$ cat src/rtl/mem_arbiter_2p.sv
// mem_arbiter_2p: two-client round-robin sequencer for a single-port memory
module mem_arbiter_2p #(
    parameter int AW = 3,
    parameter int DW = 8
) (
    input  logic          clk,
    input  logic          reset,
    input  logic          req0,
    input  logic          we0,
    input  logic [AW-1:0] addr0,
    input  logic [DW-1:0] wdata0,
    output logic          ack0,
    output logic [DW-1:0] rdata0,
    input  logic          req1,
    input  logic          we1,
    input  logic [AW-1:0] addr1,
    input  logic [DW-1:0] wdata1,
    output logic          ack1,
    output logic [DW-1:0] rdata1,
    output logic          mem_op,
    output logic [AW-1:0] mem_addr,
    output logic [DW-1:0] mem_wdata,
    input  logic [DW-1:0] mem_rdata,
    output logic          busy
);
    typedef enum logic [1:0] {IDLE, ISSUE, DONE} state_t;

    state_t        state, state_next;
    logic          owner, owner_next;
    logic          last_gnt, last_next;
    logic          pick;
    logic          op_next, ack0_next, ack1_next;
    logic [AW-1:0] addr_next;
    logic [DW-1:0] wdata_next, rdata0_next, rdata1_next;

    // next-state and next-output decode; last_gnt only moves on a real tie
    always_comb begin
        state_next  = state;
        owner_next  = owner;
        last_next   = last_gnt;
        op_next     = mem_op;
        addr_next   = mem_addr;
        wdata_next  = mem_wdata;
        ack0_next   = 1'b0;
        ack1_next   = 1'b0;
        rdata0_next = rdata0;
        rdata1_next = rdata1;
        pick        = (req0 && req1) ? ~last_gnt : req1;
        case (state)
            IDLE: begin
                if (req0 || req1) begin
                    state_next = ISSUE;
                    owner_next = pick;
                    last_next  = (req0 && req1) ? pick : last_gnt;
                    op_next    = pick ? we1 : we0;
                    addr_next  = pick ? addr1 : addr0;
                    wdata_next = pick ? wdata1 : wdata0;
                end
            end
            ISSUE: begin
                state_next  = DONE;
                op_next     = 1'b0;
                ack0_next   = !owner;
                ack1_next   = owner;
                rdata0_next = (!owner && !mem_op) ? mem_rdata : rdata0;
                rdata1_next = (owner && !mem_op) ? mem_rdata : rdata1;
            end
            DONE:    state_next = IDLE;
            default: state_next = IDLE;
        endcase
    end

    // state and registered outputs; reset abandons any in-flight op
    always_ff @(posedge clk) begin
        if (reset) begin
            state     <= IDLE;
            owner     <= 1'b0;
            last_gnt  <= 1'b1;
            mem_op    <= 1'b0;
            mem_addr  <= '0;
            mem_wdata <= '0;
            ack0      <= 1'b0;
            ack1      <= 1'b0;
            rdata0    <= '0;
            rdata1    <= '0;
            busy      <= 1'b0;
        end else begin
            state     <= state_next;
            owner     <= owner_next;
            last_gnt  <= last_next;
            mem_op    <= op_next;
            mem_addr  <= addr_next;
            mem_wdata <= wdata_next;
            ack0      <= ack0_next;
            ack1      <= ack1_next;
            rdata0    <= rdata0_next;
            rdata1    <= rdata1_next;
            busy      <= state_next != IDLE;
        end
    end
endmodule
$ cat config.mk
export PLATFORM = sky130hd
export DESIGN_NAME = mem_arbiter_2p
export DESIGN_NICKNAME = d
export VERILOG_FILES = /design/src/rtl/mem_arbiter_2p.sv
export SDC_FILE = /design/constraint.sdc
export NUM_CORES = 1
export LEC_CHECK = 0
export ABC_AREA = 1
export CELL_PAD_IN_SITES_DETAIL_PLACEMENT = 0
export CELL_PAD_IN_SITES_GLOBAL_PLACEMENT = 2
export CORE_MARGIN = 3
export CORE_UTILIZATION = 23
export DETAILED_ROUTE_END_ITERATION = 8
export PLACE_DENSITY_LB_ADDON = 0.1
export SETUP_SLACK_MARGIN = 0.1
export SLEW_MARGIN = 0
export SYNTH_ARGS = -nofsm -noshare
export SYNTH_HDL_FRONTEND = slang
export SYNTH_SLANG_ARGS = --single-unit
$ cat constraint.sdc
create_clock -name clk -period 1.6 [get_ports clk]
set_input_delay 0.16 -clock clk [delete_from_list [all_inputs] [get_ports clk]]
set_output_delay 0.16 -clock clk [all_outputs]
set_load 0.02 [all_outputs]
==> flow_results.org <==
** Status
- The flow ran to the end, and the final reports show no timing, DRC or antenna violations.

** Global route
- Wire length of the first global-routing pass :: 7.27 mm
- Via count of the first global-routing pass :: 1583
- For this run, the total global-route usage over all layers was measured as 10.9%.
- Maximum number of pins on one net before global-route repair :: 19
- Antenna violations before repair :: 0
- Overflow left after global routing :: 0

** Power
- The worst-case IR drop observed on VDD is 343 uV.
- Power per unit of standard cell area :: 906 nW/um^2
- For this design the static power due to leakage is about 1.1 nW.

** STA
- Minimum period implied by the final worst setup slack :: 1.41 ns
- Setup violations remaining at the end of the flow were counted as 0.
- Measured against its own limit, the worst slew margin works out to 75.5%.
- Maximum achievable frequency :: just over 0.7 GHz
- Hold Slack :: 0.480 ns
- Layout Skew :: 0.00614 ns
- Final count of hold timing violations :: 0
- Setup repair after global routing left no endpoint under its margin.
- Post-route clock period utilization :: 87.9%
- At the pin with the least slew margin, the transition time is around 0.37 ns.
- Setup TNS :: 0 ns
- The final count of pins violating max slew was 0.

** Clock network
- TritonCTS clock tree :: done
- Clock-pin slew was measured on the worst setup and hold paths at 0.07 ns.
- Number of buffers created by CTS :: 5
- Counting every sink on the clock net gives 35.
- Hold buffer count at CTS :: 0
- Clock Latency Late Sink :: 0.28 ns
- Root Buffer Master :: sky130_fd_sc_hd__clkbuf_8
- The H-tree was split into 2 levels.
- Maximum buffer depth of the clock tree :: 2

** Floorplanning
- Row count :: 30
- The floorplan step defined a die boundary enclosing 8140 um^2.
- Die outline height :: 90.2 um
- Total I/O pin count :: 67
- Once the floorplan was initialized, standard cells occupied 23.9% of the core.
- After floorplanning, the core was sized to cover 6830 um^2.
- In this run the horizontal extent of the chip is approximately 90 um.

** Route
- Wire per inst :: 10.1 um
- First-pass iteration count of the detailed router :: 4
- Final wirelength :: 4.20 mm
- Total DRC errors in the routed layout :: 0
- First DRT Iteration DRCs :: 35
- Number of vias per cell after detailed routing :: 3.87
- DR vias :: 1611
- The count of nets left with antenna violations once routing finished came out at 0.

** Flow run
- Max-Cap Viols :: 0

** Setup path
- STA classifies the critical path startpoint as a flip-flop.
- Startpoint-to-endpoint class of the critical path :: reg -> out
- Reg2reg start :: state[1]
- Cell depth of the worst flop-to-flop path :: 6
- Kind of capture point of the worst setup path :: primary output
- Critical path's top delay family :: buffers and inverters
- Data arrives at the worst endpoint at 1.25 ns.
- On the worst path, the slowest cell contributes a delay of between 0.6 and 0.7 ns.
- Critical path's slowest cell :: sky130_fd_sc_hd__clkdlybuf4s50_1
- For flop-to-flop paths, the worst setup slack is 0.44 ns.
- Traced cell by cell, the critical path runs through clkdlybuf4s50_1.
- Data on the critical path is required at its endpoint by 1.44 ns.
- The endpoint identified for the worst register-to-register timing path is rdata1[7].
- Worst-path fanout max :: 2
- Counting both buffers and inverters, the worst setup path holds a total of 1.

** Placement
- At the end of routability-driven placement, the weighted congestion stood at 0.691.
- In this run the tool buffered the top-level ports with 66 buffer cells.
- Detailed placement finished with a half-perimeter wire length of 3.25 mm.

** Yosys
- A synthesized cell averages ~6.6 um^2.
- Sequential cells were found to cover 42.9% of the synthesized design area.
- The mapped netlist covers 1630 um^2.
- Number of nets in the synthesized netlist :: 283
- Distinct cell type count after synthesis :: 20
- Yosys printed 0 warnings.
- Cell count after synthesis :: 247
- The synthesized design contains 35 register bits.

** Cells and area
- In the final layout, the share of cells above drive strength 1 is 8.13%.
- Number of antenna repair diodes :: 0
- Nets@finish :: 356
- The area growth from synthesis to layout is 54.8%.

** Worst hold path
- The worst hold path passes through 2 cells.
- The path with the worst hold slack has its endpoint at rdata1[7].
- The path class of the tightest hold or removal check is reg -> reg.
- Worst Min Path Start :: rdata1[7]
-- cells in the mapped netlist (all sizes together) --
cell type,instances,share of area (%)
nand2,69,16
nor2,58,14
inv,26,6.0
a21boi,12,5.5
clkbuf,3,0.69
and2,1,0.38
a21oi,8,2.5
o21ai,3,1.2
nand4,1,0.38
nand3,21,6.4
buf,10,3.9
dfxtp,35,43
-- cell type report --
type	count	area [um^2]
fill	783	4310
clock inverter	1	5.00
sequential	35	701
multi-input combinational	173	758
clock buffer	6	82.6
timing repair buffer	79	761
inverter	26	97.6
tap	96	120
-- where the power goes --
part	internal (W)	switching [W]
combinational	0.000318	0.000334
sequential	0.000948	0.0000418
clock	0.000338	0.000307
total	0.00160	0.000683
-- registers in the layout (all words and copies together) (netlist names) --
| name | cells |
|---|---|
| mem_addr | 3 |
| ack1 | 1 |
| last_gnt | 1 |
| ack0 | 1 |
| owner | 1 |
| mem_wdata | 8 |
| mem_op | 1 |
| state | 2 |
| busy | 1 |
| rdata0 | 8 |
| rdata1 | 8 |
-- tightest hold or removal path, delay by kind of cell (launching register included) --
family | cells | cell delay [ns]
flops | 1 | 0.32
simple gates | 2 | 0.13
-- logic make-up (layout without fill, tap and decap cells) --
logic type	count (synthesis)	in the layout	share of synthesized area [%]
AOI/OAI and AO/OA	23	23	9.13
and+or+nand+nor	150	150	37.3
DFF	35	35	42.9
buffers and inverters	39	112	10.6
-- routing by layer --
| metal | up-vias | global-route usage (%) | wire length [um] | part of all wire, % |
|---|---|---|---|---|
| li1 | 895 | - | - | - |
| met1 | 666 | 12.9 | 2000 | 48 |
| met2 | 46 | 18.4 | 1870 | 45 |
| met3 | 4 | 4.02 | 284 | 6.8 |
| met4 | 0 | 3.44 | 44 | 1.0 |
| met5 | - | 0 | 0 | 0 |
-- worst max-delay path by stage --
stage	startpoint	to	slack (ns)	cells past startpoint
2_1_floorplan	mem_op	rdata0[0]	0.52	5
3_3_place_gp	req0	mem_wdata[1]	0.18	7
3_5_place_dp	req0	mem_op	0.17	7
4_1_cts	mem_op	mem_op	0.11	1
5_1_grt	mem_wdata[3]	mem_wdata[3]	0.14	1
6_report	mem_wdata[2]	mem_wdata[2]	0.19	1
-- repair_timing --
| action | in CTS | in global routing |
|---|---|---|
| setup endpoints to repair | 0 | 1 |
| resized for setup | 0 | 1 |
| buffers inserted | 0 | 0 |
-- stage by stage --
step / setup WS, ns / cell area, um^2 / std cells / util [%] / total power [W]
CTS: 0.109 / 2520 / 416 / 36.9 / 0.00235
floorplan: 0.517 / 1630 / 247 / - / 0.00137
global placement: 0.178 / 2430 / 409 / 35.6 / 0.00168
detailed placement: 0.173 / 2430 / 409 / 35.6 / 0.00168
finish: 0.194 / 2520 / 416 / 37.0 / 0.00229
global route: 0.141 / 2520 / 416 / 37.0 / 0.00245
-- layout by cell type (no fill, tap or decap) --
cell type                         Yosys  layout
sky130_fd_sc_hd__a21boi_1             7       7
sky130_fd_sc_hd__o21ai_0              2       2
sky130_fd_sc_hd__clkdlybuf4s50_1      0      65
sky130_fd_sc_hd__nand2_2              1       1
sky130_fd_sc_hd__nor2_2               2       2
sky130_fd_sc_hd__nor2_4               1       1
sky130_fd_sc_hd__nand4_1              1       1
sky130_fd_sc_hd__a21boi_0             5       5
sky130_fd_sc_hd__buf_4                3      13
sky130_fd_sc_hd__o21ai_2              1       1
sky130_fd_sc_hd__clkbuf_8             0       6
sky130_fd_sc_hd__inv_1               25      25
sky130_fd_sc_hd__dlymetal6s2s_1       0       1
sky130_fd_sc_hd__inv_2                1       1
sky130_fd_sc_hd__nand3_1             21      21
sky130_fd_sc_hd__nor2_1              55      55
sky130_fd_sc_hd__nand2_1             68      68
sky130_fd_sc_hd__dfxtp_1             35      35
sky130_fd_sc_hd__clkinv_2             0       1
sky130_fd_sc_hd__a21oi_1              8       8
sky130_fd_sc_hd__and2_1               1       1
(Power assumes the default switching activity.)
